[config.mk]
export PLATFORM = sky130hd
export DESIGN_NAME = mode_counter
export DESIGN_NICKNAME = d
export VERILOG_FILES = /design/src/rtl/counter_pkg.sv /design/src/rtl/mode_counter.sv
export SDC_FILE = /design/constraint.sdc
export NUM_CORES = 1
export LEC_CHECK = 0
export BUFFER_PORTS_ARGS = -buffer_cell sky130_fd_sc_hd__buf_2
export CORE_AREA = 2 2 41 43
export DETAILED_ROUTE_END_ITERATION = 16
export DIE_AREA = 0 0 43 45
export GPL_ROUTABILITY_DRIVEN = 0
export PLACE_DENSITY = 0.73
export SYNTH_ARGS = -nofsm -noshare
export SYNTH_HDL_FRONTEND = slang
export SYNTH_SLANG_ARGS = --single-unit
[constraint.sdc]
create_clock -name clk -period 1.7 [get_ports clk]
set_clock_uncertainty 0.05 [all_clocks]
set_input_delay 0.34 -clock clk [delete_from_list [all_inputs] [get_ports clk]]
set_output_delay 0.34 -clock clk [all_outputs]
set_load 0.05 [all_outputs]
[src/rtl/counter_pkg.sv]
// Shared types for the counting primitives: terminal-behaviour modes and run/done state.
package counter_pkg;

  typedef enum logic [1:0] {
    WRAP     = 2'd0,
    SATURATE = 2'd1,
    ONESHOT  = 2'd2,
    RSVD     = 2'd3
  } mode_t;

  typedef enum logic {
    RUN  = 1'b0,
    DONE = 1'b1
  } state_t;

endpackage : counter_pkg

[src/rtl/mode_counter.sv]
// Parametrised up/down counter with parallel load and wrap / saturate / one-shot terminals.
// Flags are registered pulses; at_max/at_min/done decode straight from registered state.
module mode_counter
  import counter_pkg::*;
#(
  parameter int unsigned WIDTH     = 4,
  parameter int unsigned MAX_VALUE = 8
) (
  input  logic             clk,
  input  logic             reset,
  input  logic             en,
  input  logic             up_dn,
  input  logic [1:0]       mode,
  input  logic             load,
  input  logic [WIDTH-1:0] load_value,
  output logic [WIDTH-1:0] count,
  output logic             at_max,
  output logic             at_min,
  output logic             wrapped,
  output logic             done,
  output logic             load_err
);

  if (WIDTH < 2) begin : g_bad_width
    $fatal(1, "mode_counter: WIDTH must be >= 2");
  end
  if ((MAX_VALUE < 1) || (longint'(MAX_VALUE) > ((longint'(1) << WIDTH) - 1))) begin : g_bad_max
    $fatal(1, "mode_counter: MAX_VALUE must lie in 1..2**WIDTH-1");
  end

  localparam logic [WIDTH-1:0] MAX_C  = WIDTH'(MAX_VALUE);
  localparam logic [WIDTH:0]   MAX_XC = (WIDTH+1)'(MAX_VALUE);

  logic [WIDTH-1:0] count_q, count_d;
  state_t           state_q, state_d;
  logic             wrapped_q, wrapped_d;
  logic             load_err_q, load_err_d;

  logic [WIDTH:0]   step_w;
  logic             at_term;
  logic             landed;
  mode_t            mode_m;

  // Next-state: load beats enable; terminal behaviour chosen by the sampled mode.
  always_comb begin
    count_d    = count_q;
    state_d    = state_q;
    wrapped_d  = 1'b0;
    load_err_d = 1'b0;
    mode_m     = mode_t'(mode);
    step_w     = up_dn ? ({1'b0, count_q} + (WIDTH+1)'(1))
                       : ({1'b0, count_q} - (WIDTH+1)'(1));
    at_term    = up_dn ? (count_q == MAX_C) : (count_q == '0);
    landed     = up_dn ? (step_w == MAX_XC) : (step_w == '0);

    if (load) begin
      count_d    = (load_value > MAX_C) ? MAX_C : load_value;
      load_err_d = (load_value > MAX_C);
      state_d    = RUN;
    end else if (en && (state_q == RUN)) begin
      if (at_term) begin
        case (mode_m)
          SATURATE: count_d = count_q;
          ONESHOT:  state_d = DONE;
          default: begin
            count_d   = up_dn ? '0 : MAX_C;
            wrapped_d = 1'b1;
          end
        endcase
      end else begin
        count_d = step_w[WIDTH-1:0];
        if ((mode_m == ONESHOT) && landed) begin
          state_d = DONE;
        end
      end
    end
  end

  always_ff @(posedge clk) begin
    if (!reset) begin
      count_q    <= '0;
      state_q    <= RUN;
      wrapped_q  <= 1'b0;
      load_err_q <= 1'b0;
    end else begin
      count_q    <= count_d;
      state_q    <= state_d;
      wrapped_q  <= wrapped_d;
      load_err_q <= load_err_d;
    end
  end

  assign count    = count_q;
  assign at_max   = (count_q == MAX_C);
  assign at_min   = (count_q == '0);
  assign wrapped  = wrapped_q;
  assign done     = (state_q == DONE);
  assign load_err = load_err_q;

endmodule : mode_counter

After elaboration in Yosys (flattened, before gate mapping)
Cells that the tools add are included.
{"block": "word_totals", "ff_bits": 7, "word_cells": 42, "in_bits": 11}
{"block": "classes", "muxes": 13, "eq_ne": 6, "add_sub_neg": 2, "reduce_logical": 12, "n_lt_le_gt_ge": 1, "bitwise": 4}
{"op": "two-way mux 4 bit", "n": 6}
{"op": "two-way mux 1 bit", "n": 6}
{"op": "adder 4 x 1 -> 5 bit, second input constant", "n": 1}
{"op": "== test 5 x 4 -> 1 bit, second input constant", "n": 1}
{"op": "logical NOT 5 bit", "n": 1}
{"op": "two-way mux 5 bit", "n": 1}
{"op": "subtractor 4 x 1 -> 5 bit, second input constant", "n": 1}
{"op": "== test 4 bit, second input constant", "n": 1}
{"op": "greater-than comparator 4 bit, second input constant", "n": 1}
{"op": "logical NOT 4 bit", "n": 1}
{"op": "NOT 1 bit", "n": 4}
{"op": "AND reduction 2 bit", "n": 2}
{"op": "nonzero test 2 bit", "n": 2}
{"op": "OR reduction 2 bit", "n": 2}
{"op": "OR reduction 4 bit", "n": 1}
{"op": "!= test 3 bit, second input constant", "n": 1}
{"op": "AND reduction 3 bit", "n": 1}
{"op": "== test 2 x 1 -> 1 bit, second input constant", "n": 1}
{"op": "== test 2 bit, second input constant", "n": 1}
{"op": "logical AND 1 bit", "n": 2}
{"op": "!= test 2 x 1 -> 1 bit, second input constant", "n": 1}

Longest topological paths before layout
Gate-level depths: netlist of run 1.
{"block": "depth", "word_depth": 7, "depth_mapped": 7, "ltp_nobuf": 7}

Worst setup path before layout of run 1
Ideal clock, no wire load.
{"block": "synth_path", "path_kind": "flip-flop to output port", "from": "register count_q[0], in the netlist count[0]", "to": "output port at_min", "arrival_ps": 2164, "setup_slack_ps": -854, "required_time_ps": 1310, "stages_incl_launch_ff": 2, "path_cell_list": "dfxtp_1 > nor4_1"}
{"block": "synth_between", "elab_chain_cells": 1}
{"item": "start: declaration", "line_no": "mode_counter.sv:34", "text": "logic [WIDTH-1:0] count_q, count_d;"}
{"item": "start signal: assignment", "line_no": "mode_counter.sv:86", "text": "count_q <= count_d;"}
{"item": "logical NOT 4 bit", "line_no": "mode_counter.sv:95", "text": "assign at_min = (count_q == '0);"}
{"item": "end: declaration", "line_no": "mode_counter.sv:18", "text": "output logic at_min,"}
Every way passes these cells.

Final worst setup path of run 1
{"block": "layout_path", "from": "register count_q[1], in the netlist count[1]", "to": "register state_q, in the netlist done"}
{"block": "layout_between", "elab_chain_cells": 7}
{"item": "subtractor 4 x 1 -> 5 bit or adder 4 x 1 -> 5 bit (tied branches)", "line_no": "mode_counter.sv:52, mode_counter.sv:51"}
{"item": "two-way mux 5 bit", "line_no": "mode_counter.sv:51", "text": "step_w = up_dn ? ({1'b0, count_q} + (WIDTH+1)'(1))"}
{"item": "== test 5 x 4 -> 1 bit or logical NOT 5 bit (tied branches)", "line_no": "mode_counter.sv:54", "text": "landed = up_dn ? (step_w == MAX_XC) : (step_w == '0);"}
{"item": "two-way mux 1 bit", "line_no": "mode_counter.sv:54"}
{"item": "logical AND 1 bit", "line_no": "mode_counter.sv:72", "text": "if ((mode_m == ONESHOT) && landed) begin"}
{"item": "nonzero test 2 bit (no line)"}
{"item": "AND reduction 3 bit (no line)"}
{"item": "end signal: assignment", "line_no": "mode_counter.sv:87", "text": "state_q <= state_d;"}
{"item": "end: declaration", "line_no": "mode_counter.sv:35", "text": "state_t state_q, state_d;"}
Several ways; a longest one is shown, not always the timed one.
A chain may end at the register's enable or synchronous reset.

==> run metrics, run 1 <==
CTS Buf Count=3; actual transition at the worst max-transition pin=0.310 ns; PortBufs=19; layout filler cell count=148; cell row count=14; number of clock sinks=7; sequential area share after synthesis=24.2%; half-perimeter wire length of the detailed placement result=1.10 mm; cells after synthesis=62; WL met2=657 µm; Worst R2R Path Depth=6; top routing layer in use=met4; sequential share of power=26.7%; average via count per standard cell=5.25; via count of the first global-routing pass=493; Clock Power Share=21.1%; final slew viol count=0; Met3 Wirelength=95 µm; combinational fraction of design power=52.1%; Final Routed Wirelength=1.42 mm; H-Tree Level Count=1; Max IR drop VDD=0.000445 V; Worst setup startpoint=count[1]$_SDFFE_PN0P_; mean post-synth cell area=9.32 µm²; cell area after synthesis=578 µm²; root buffer cell=sky130_fd_sc_hd__clkbuf_4; area growth from synthesis to layout=43.7%; final routed DRC violation total=0; ANT cells=0; pre-CTS setup slack=-0.251 ns; clock transition at the register clock pins on the worst setup and hold paths after CTS=0.06 ns; total of endpoints with negative setup slack in the final report=0; type of the tightest min-delay check=in2reg; count of state elements after synthesis=7; Startpoint Class=flip-flop; RSZ-0062 raised after global routing=yes; gr usage total=15.7%; total power per unit cell area=882 nW/µm²; standby leakage power=0.405 nW; floorplan die area=1940 µm²; number of nets at the end of the flow=109; Net Sw Power=301 µW; upper clock frequency limit=0.589 GHz; switching part of the total power=41.1%; commonest cells after routing, fill and taps aside=17 x sky130_fd_sc_hd__buf_2, 8 x sky130_fd_sc_hd__buf_4, 5 x sky130_fd_sc_hd__inv_1, 4 x sky130_fd_sc_hd__nand2_1, 4 x sky130_fd_sc_hd__ha_1; endpoint of the worst register-to-register path=done$_SDFFE_PP0P_; DRT Pass-1 Iters=4; final critical-path setup slack=0.00153 ns; I/O pin count=20; WL per Instance=13.2 µm; via count=562; global-route congestion overflow total=0; commonest non-fill, non-tap cell in the layout=sky130_fd_sc_hd__buf_2; final total negative setup slack=0 ns; antenna violations before repair=0; wire length of the first global-routing pass=2.14 mm; count of warnings emitted by yosys=0; result of the run=completed; core area=1470 µm²; share of layout cells above drive strength 1=51.6%; Critical Path End Type=flip-flop; min cycle time layout=1.70 ns; Util after Layout=56.5%; crit path max fanout=3; effective utilization at floorplan=39.3%; TritonCTS clock tree=done; wire length on met1=654 µm; number of buffers added to fix hold violations after cts=0; Internal Power=431 µW; initial drt markers=16; worst reg2reg startpoint=count[1]$_SDFFE_PN0P_; width of the die=43 µm; count of unique library cells instantiated by Yosys=33; die height=45 µm; data required time at the worst endpoint=1.79 ns; hold path depth=2; Post-Syn Nets=79; ratio of final minimum period to clock period=99.9%; count of maximum capacitance violations=0; reg-to-reg setup timing slack=0.002 ns; worst slew margin relative to its limit=79.2%; maximum number of pins on one net before global-route repair=10; clock insertion delay at the later pin of the skew report=0.25 ns; final hold violations=0; Max clock buf depth=2; arrival time at the worst endpoint=1.79 ns; Critical Path End=done$_SDFFE_PP0P_; Worst Path Class, Setup=reg2reg; number of routed nets with antenna violations=0
logic make-up after synthesis:
family	synth area share (%)
compound gates	23.4
xor+xnor	5.85
fa+ha+maj	14.3
buf+inv	5.20
flops	24.2
mux	1.73
simple gates	25.3
worst max-delay path, cell delays in order (launching register included):
cell	delay, ns
sky130_fd_sc_hd__dfxtp_4	0.36
sky130_fd_sc_hd__fa_2	0.39
sky130_fd_sc_hd__a21o_1	0.18
sky130_fd_sc_hd__a21oi_2	0.14
sky130_fd_sc_hd__or3_1	0.12
sky130_fd_sc_hd__mux2i_1	0.06
sky130_fd_sc_hd__o311a_1	0.28
cells in the mapped netlist:
cell type,n,area share (%)
sky130_fd_sc_hd__o31ai_1,2,2.6
sky130_fd_sc_hd__a21boi_0,1,1.3
sky130_fd_sc_hd__nand2b_1,1,1.1
sky130_fd_sc_hd__nor2_2,1,1.1
sky130_fd_sc_hd__mux2i_1,1,1.7
sky130_fd_sc_hd__a221oi_1,2,3.0
sky130_fd_sc_hd__and2_4,1,1.5
sky130_fd_sc_hd__nor3_1,3,2.6
sky130_fd_sc_hd__inv_1,5,3.2
sky130_fd_sc_hd__a21oi_2,1,1.5
sky130_fd_sc_hd__nor3_4,1,2.8
sky130_fd_sc_hd__xnor2_2,1,2.8
sky130_fd_sc_hd__nor3b_2,1,2.2
sky130_fd_sc_hd__a21o_1,3,3.9
sky130_fd_sc_hd__a21oi_1,2,1.7
sky130_fd_sc_hd__nor4_1,1,1.1
sky130_fd_sc_hd__ha_1,5,11
sky130_fd_sc_hd__nand4_1,1,1.1
sky130_fd_sc_hd__o21ai_0,1,0.86
sky130_fd_sc_hd__buf_6,1,1.9
sky130_fd_sc_hd__or3_1,1,1.1
sky130_fd_sc_hd__nand2_1,4,2.6
sky130_fd_sc_hd__nor2_1,3,1.9
sky130_fd_sc_hd__dfxtp_1,7,24
sky130_fd_sc_hd__nor2b_1,1,1.1
sky130_fd_sc_hd__xnor2_1,2,3.0
sky130_fd_sc_hd__fa_1,1,3.5
sky130_fd_sc_hd__nor4bb_1,1,1.7
sky130_fd_sc_hd__o311a_1,2,3.5
sky130_fd_sc_hd__nor3b_1,1,1.3
sky130_fd_sc_hd__and2_1,2,2.2
sky130_fd_sc_hd__a31oi_4,1,3.7
sky130_fd_sc_hd__a211oi_1,1,1.3
how the worst min path moves through the flow:
| stage | from | endpoint | slack [ns] |
|---|---|---|---|
| after floorplan | reset | count[3]$_SDFFE_PN0P_ | 0.43 |
| after global placement | done$_SDFFE_PP0P_ | done$_SDFFE_PP0P_ | 0.49 |
| after detailed placement | done$_SDFFE_PP0P_ | done$_SDFFE_PP0P_ | 0.50 |
| after CTS | load_value[2] | load_err$_SDFF_PN0_ | 0.28 |
| after global routing | load_value[2] | load_err$_SDFF_PN0_ | 0.29 |
| final | load_value[2] | load_err$_SDFF_PN0_ | 0.29 |
stage by stage:
step	hold slack [ns]	area [µm²]	power (mW)	std cells
floorplan	0.433	607	0.453	62
global placement	0.493	756	0.540	102
detailed placement	0.502	756	0.546	102
CTS	0.284	811	0.729	107
global route	0.287	831	0.781	107
finish	0.293	831	0.733	107
layout make-up:
cell class              count  area (µm²)  share of cell area, %
inverters                   5        18.8                   2.26
clock buffers               4        26.3                   3.16
repair buffers             26         160                   19.3
well taps                  16        20.0                   2.41
multi-input cells          49         453                   54.5
flip-flops and latches      7         153                   18.4
power groups by stage:
stage	Sequential, mW	Clock (mW)	Combinational [mW]
2_1_floorplan	0.252	0	0.201
3_3_place_gp	0.198	0	0.342
3_5_place_dp	0.198	0	0.349
4_1_cts	0.196	0.161	0.372
5_1_grt	0.197	0.174	0.410
6_report	0.196	0.155	0.382
flip-flops by register name, indices dropped and copies added (netlist names):
signal / count
done: 1
count: 4
wrapped: 1
load_err: 1
timing repair:
item,in CTS,in global routing
pin swaps,5,1
cloned,0,0
resized for setup,4,5
setup buffers,1,0
endpoints found under the setup margin,3,4
per-layer routing:
metal / up-vias / track usage [%]
met2: 24 / 26.4
met5: - / 0
met4: 0 / 7.27
met3: 2 / 6.80
met1: 249 / 17.3
li1: 287 / -
Note: power is estimated with default switching activity, not from simulation.
==> run 2: changes to the inputs <==
Settings changed: BUFFER_PORTS_ARGS -buffer_cell sky130_fd_sc_hd__buf_2 to default, CORE_AREA 2 2 41 43 to 2 2 39 41, DIE_AREA 0 0 43 45 to 0 0 41 43, DONT_BUFFER_PORTS from default to 1, PLACE_DENSITY 0.73 to 0.66.
==> run 2 against run 1 <==
- the run now ends with negative setup slack left
- register-to-register slack about the same
- wire length down 8.0%
- via count down 7.3%
- cell area down 4.2%
- sequential power up 4%
- setup slack worse by 0.015 ns
- non-clock buffer count down 14
- critical path depth unchanged
==> run metrics, run 2 (synthesis gave the netlist of run 1 again) <==
share of layout cells above drive strength 1=41.6% (-10 points); standby leakage power=0.352 nW (-13%); die height=43 µm (-4.4%); Min-Delay Endpoint=load_err$_SDFF_PN0_; result of the run=finished, violations left; PortBufs=0 (-19); met1 capacity usage during global routing=21.0% (+3.7 points); final hold violations=0 (unchanged); global-route congestion overflow total=0 (unchanged); min cycle time layout=1.71 ns (+0.0150 ns); H-Tree Level Count=1 (unchanged); core area=1380 µm² (-6.0%); hold path depth=1 (-1); global routing met2 resource utilization=27.2% (+0.82 points); most used routing layer in global routing=met2; Max clock buf depth=2 (unchanged); floorplan die area=1760 µm² (-8.9%); RSZ-0062 raised after global routing=yes; reg-to-reg setup timing slack=-0.01 ns (about the same); antenna violations before repair=0 (unchanged); count of maximum capacitance violations=0 (unchanged); crit path max-delay cell type=sky130_fd_sc_hd__fa_2; met3 track demand over resource=3.66% (-3.1 points); instance count after placement with tap cells included=87 (-15%); endpoint of the worst register-to-register path=done$_SDFFE_PP0P_; Startpoint Class=flip-flop; upper clock frequency limit=0.584 GHz (-0.87%); half-perimeter wire length of the detailed placement result=1.01 mm (-8.3%); layout filler cell count=122 (-18%); actual transition at the worst max-transition pin=0.471 ns (+0.161 ns); flip-flop count of the largest register after layout=4 (unchanged); commonest non-fill, non-tap cell in the layout=sky130_fd_sc_hd__buf_4; worst hold slack after final layout=0.170 ns (-0.123 ns); Critical Path End Type=flip-flop; clock transition at the register clock pins on the worst setup and hold paths after CTS=0.06 ns (about the same); arrival time at the worst endpoint=1.80 ns (about the same); ANT cells=0 (unchanged); buffers and inverters on the worst path=0 (unchanged); critical path, cell by cell=fa_2 -> a21o_1 -> a21oi_2 -> or3_1 -> mux2i_1 -> o311a_1; initial drt markers=4 (-12); via count of the first global-routing pass=503 (+2.0%); final slew viol count=0 (unchanged); wire length of the first global-routing pass=2.02 mm (-5.5%); effective utilization at floorplan=41.8% (+2.5 points); crit path max fanout=2 (-1); Final Routed Wirelength=1.30 mm (-8.0%); total of endpoints with negative setup slack in the final report=1 (+1); total power per unit cell area=935 nW/µm² (+6.1%); CP peak stage delay=0.39 ns (about the same); number of nets at the end of the flow=95 (-13%); violations in the final reports=negative setup slack; TritonCTS clock tree=done; type of the tightest min-delay check=in2reg; cell area reported after detailed placement=703 µm² (-7.0%); Util after Layout=57.5% (+1.0 points); worst slew margin relative to its limit=68.6% (-11 points); via count=521 (-7.3%); number of clock sinks=7 (unchanged); final critical-path setup slack=-0.0134 ns (-0.0150 ns); final total negative setup slack=-0.0134 ns (-0.0134 ns); hold wc startpoint=reset; maximum number of pins on one net before global-route repair=10 (unchanged); clock insertion delay at the later pin of the skew report=0.26 ns (about the same); final routed DRC violation total=0 (unchanged); dominant delay contributor by cell family on the critical path=compound AO/OA/AOI/OAI gates; worst reg2reg startpoint=count[0]$_SDFFE_PN0P_; commonest cells after routing, fill and taps aside=7 x sky130_fd_sc_hd__buf_4, 5 x sky130_fd_sc_hd__inv_1, 4 x sky130_fd_sc_hd__nand2_1, 4 x sky130_fd_sc_hd__ha_1; fin area=796 µm² (-4.2%); Worst R2R Path Depth=6 (unchanged); Max IR drop VDD=0.000331 V (-26%); WL per Instance=14.0 µm (+5.9%); ratio of final minimum period to clock period=101% (+0.88 points); CTS Buf Count=3 (unchanged); I/O pin count=20 (unchanged); root buffer cell=sky130_fd_sc_hd__clkbuf_4; width of the die=41 µm (-4.7%); number of routed nets with antenna violations=0 (unchanged); cell row count=14 (unchanged); gr usage total=17.2% (+1.5 points); DRT Pass-1 Iters=4 (unchanged); data required time at the worst endpoint=1.79 ns (about the same); post-layout instance count excluding filler cells=93 (-13%); Worst Path Class, Setup=reg2reg; area growth from synthesis to layout=37.7%; average via count per standard cell=5.60 (+6.7%)
[run 2: metal layers]
metal / routed length (µm) / share of wire, %
met3: 99 / 7.6
met2: 618 / 47
met1: 555 / 43
met5: 0 / 0
met4: 30 / 2.3
[run 2: final cells by class]
| class | count | area (µm²) | area share [%] |
|---|---|---|---|
| multi-input combinational | 49 | 457 | 57.4 |
| tap | 16 | 20.0 | 2.52 |
| sequential | 7 | 153 | 19.2 |
| inverter | 5 | 18.8 | 2.36 |
| timing repair buffer | 12 | 121 | 15.3 |
| clock buffer | 4 | 26.3 | 3.30 |
[run 2: power breakdown]
part	switching (mW)	leakage (nW)	internal [mW]	total, mW
registers	0.0233	0.0597	0.180	0.203
logic	0.204	0.278	0.176	0.380
clock network	0.0711	0.0150	0.0902	0.161
[run 2: worst max path at each step]
stage                                startpoint                end  slack [ns]  cells after the start
after floorplan           count[2]$_SDFFE_PN0P_             at_min       -0.09                      1
after global placement                    up_dn  done$_SDFFE_PP0P_       -0.10                      7
after detailed placement                  up_dn  done$_SDFFE_PP0P_       -0.16                      7
after CTS                 count[1]$_SDFFE_PN0P_  done$_SDFFE_PP0P_       -0.02                      6
after global routing      count[2]$_SDFFE_PN0P_  done$_SDFFE_PP0P_       -0.09                      6
final                     count[0]$_SDFFE_PN0P_  done$_SDFFE_PP0P_       -0.01                      6
[run 2: per-stage QoR]
stage | power (mW) | setup slack (ns)
4_1_cts | 0.729 | -0.0173
5_1_grt | 0.780 | -0.0883
6_report | 0.744 | -0.0134
3_5_place_dp | 0.534 | -0.157
2_1_floorplan | 0.453 | -0.0900
3_3_place_gp | 0.533 | -0.103
[run 2: what timing repair did]
item / 4_1_cts / 5_1_grt
pin swaps: 5 / 4
setup buffers: 2 / 0
gates resized for setup: 6 / 4
endpoints found under the setup margin: 3 / 4
hold buffers: 0 / 0
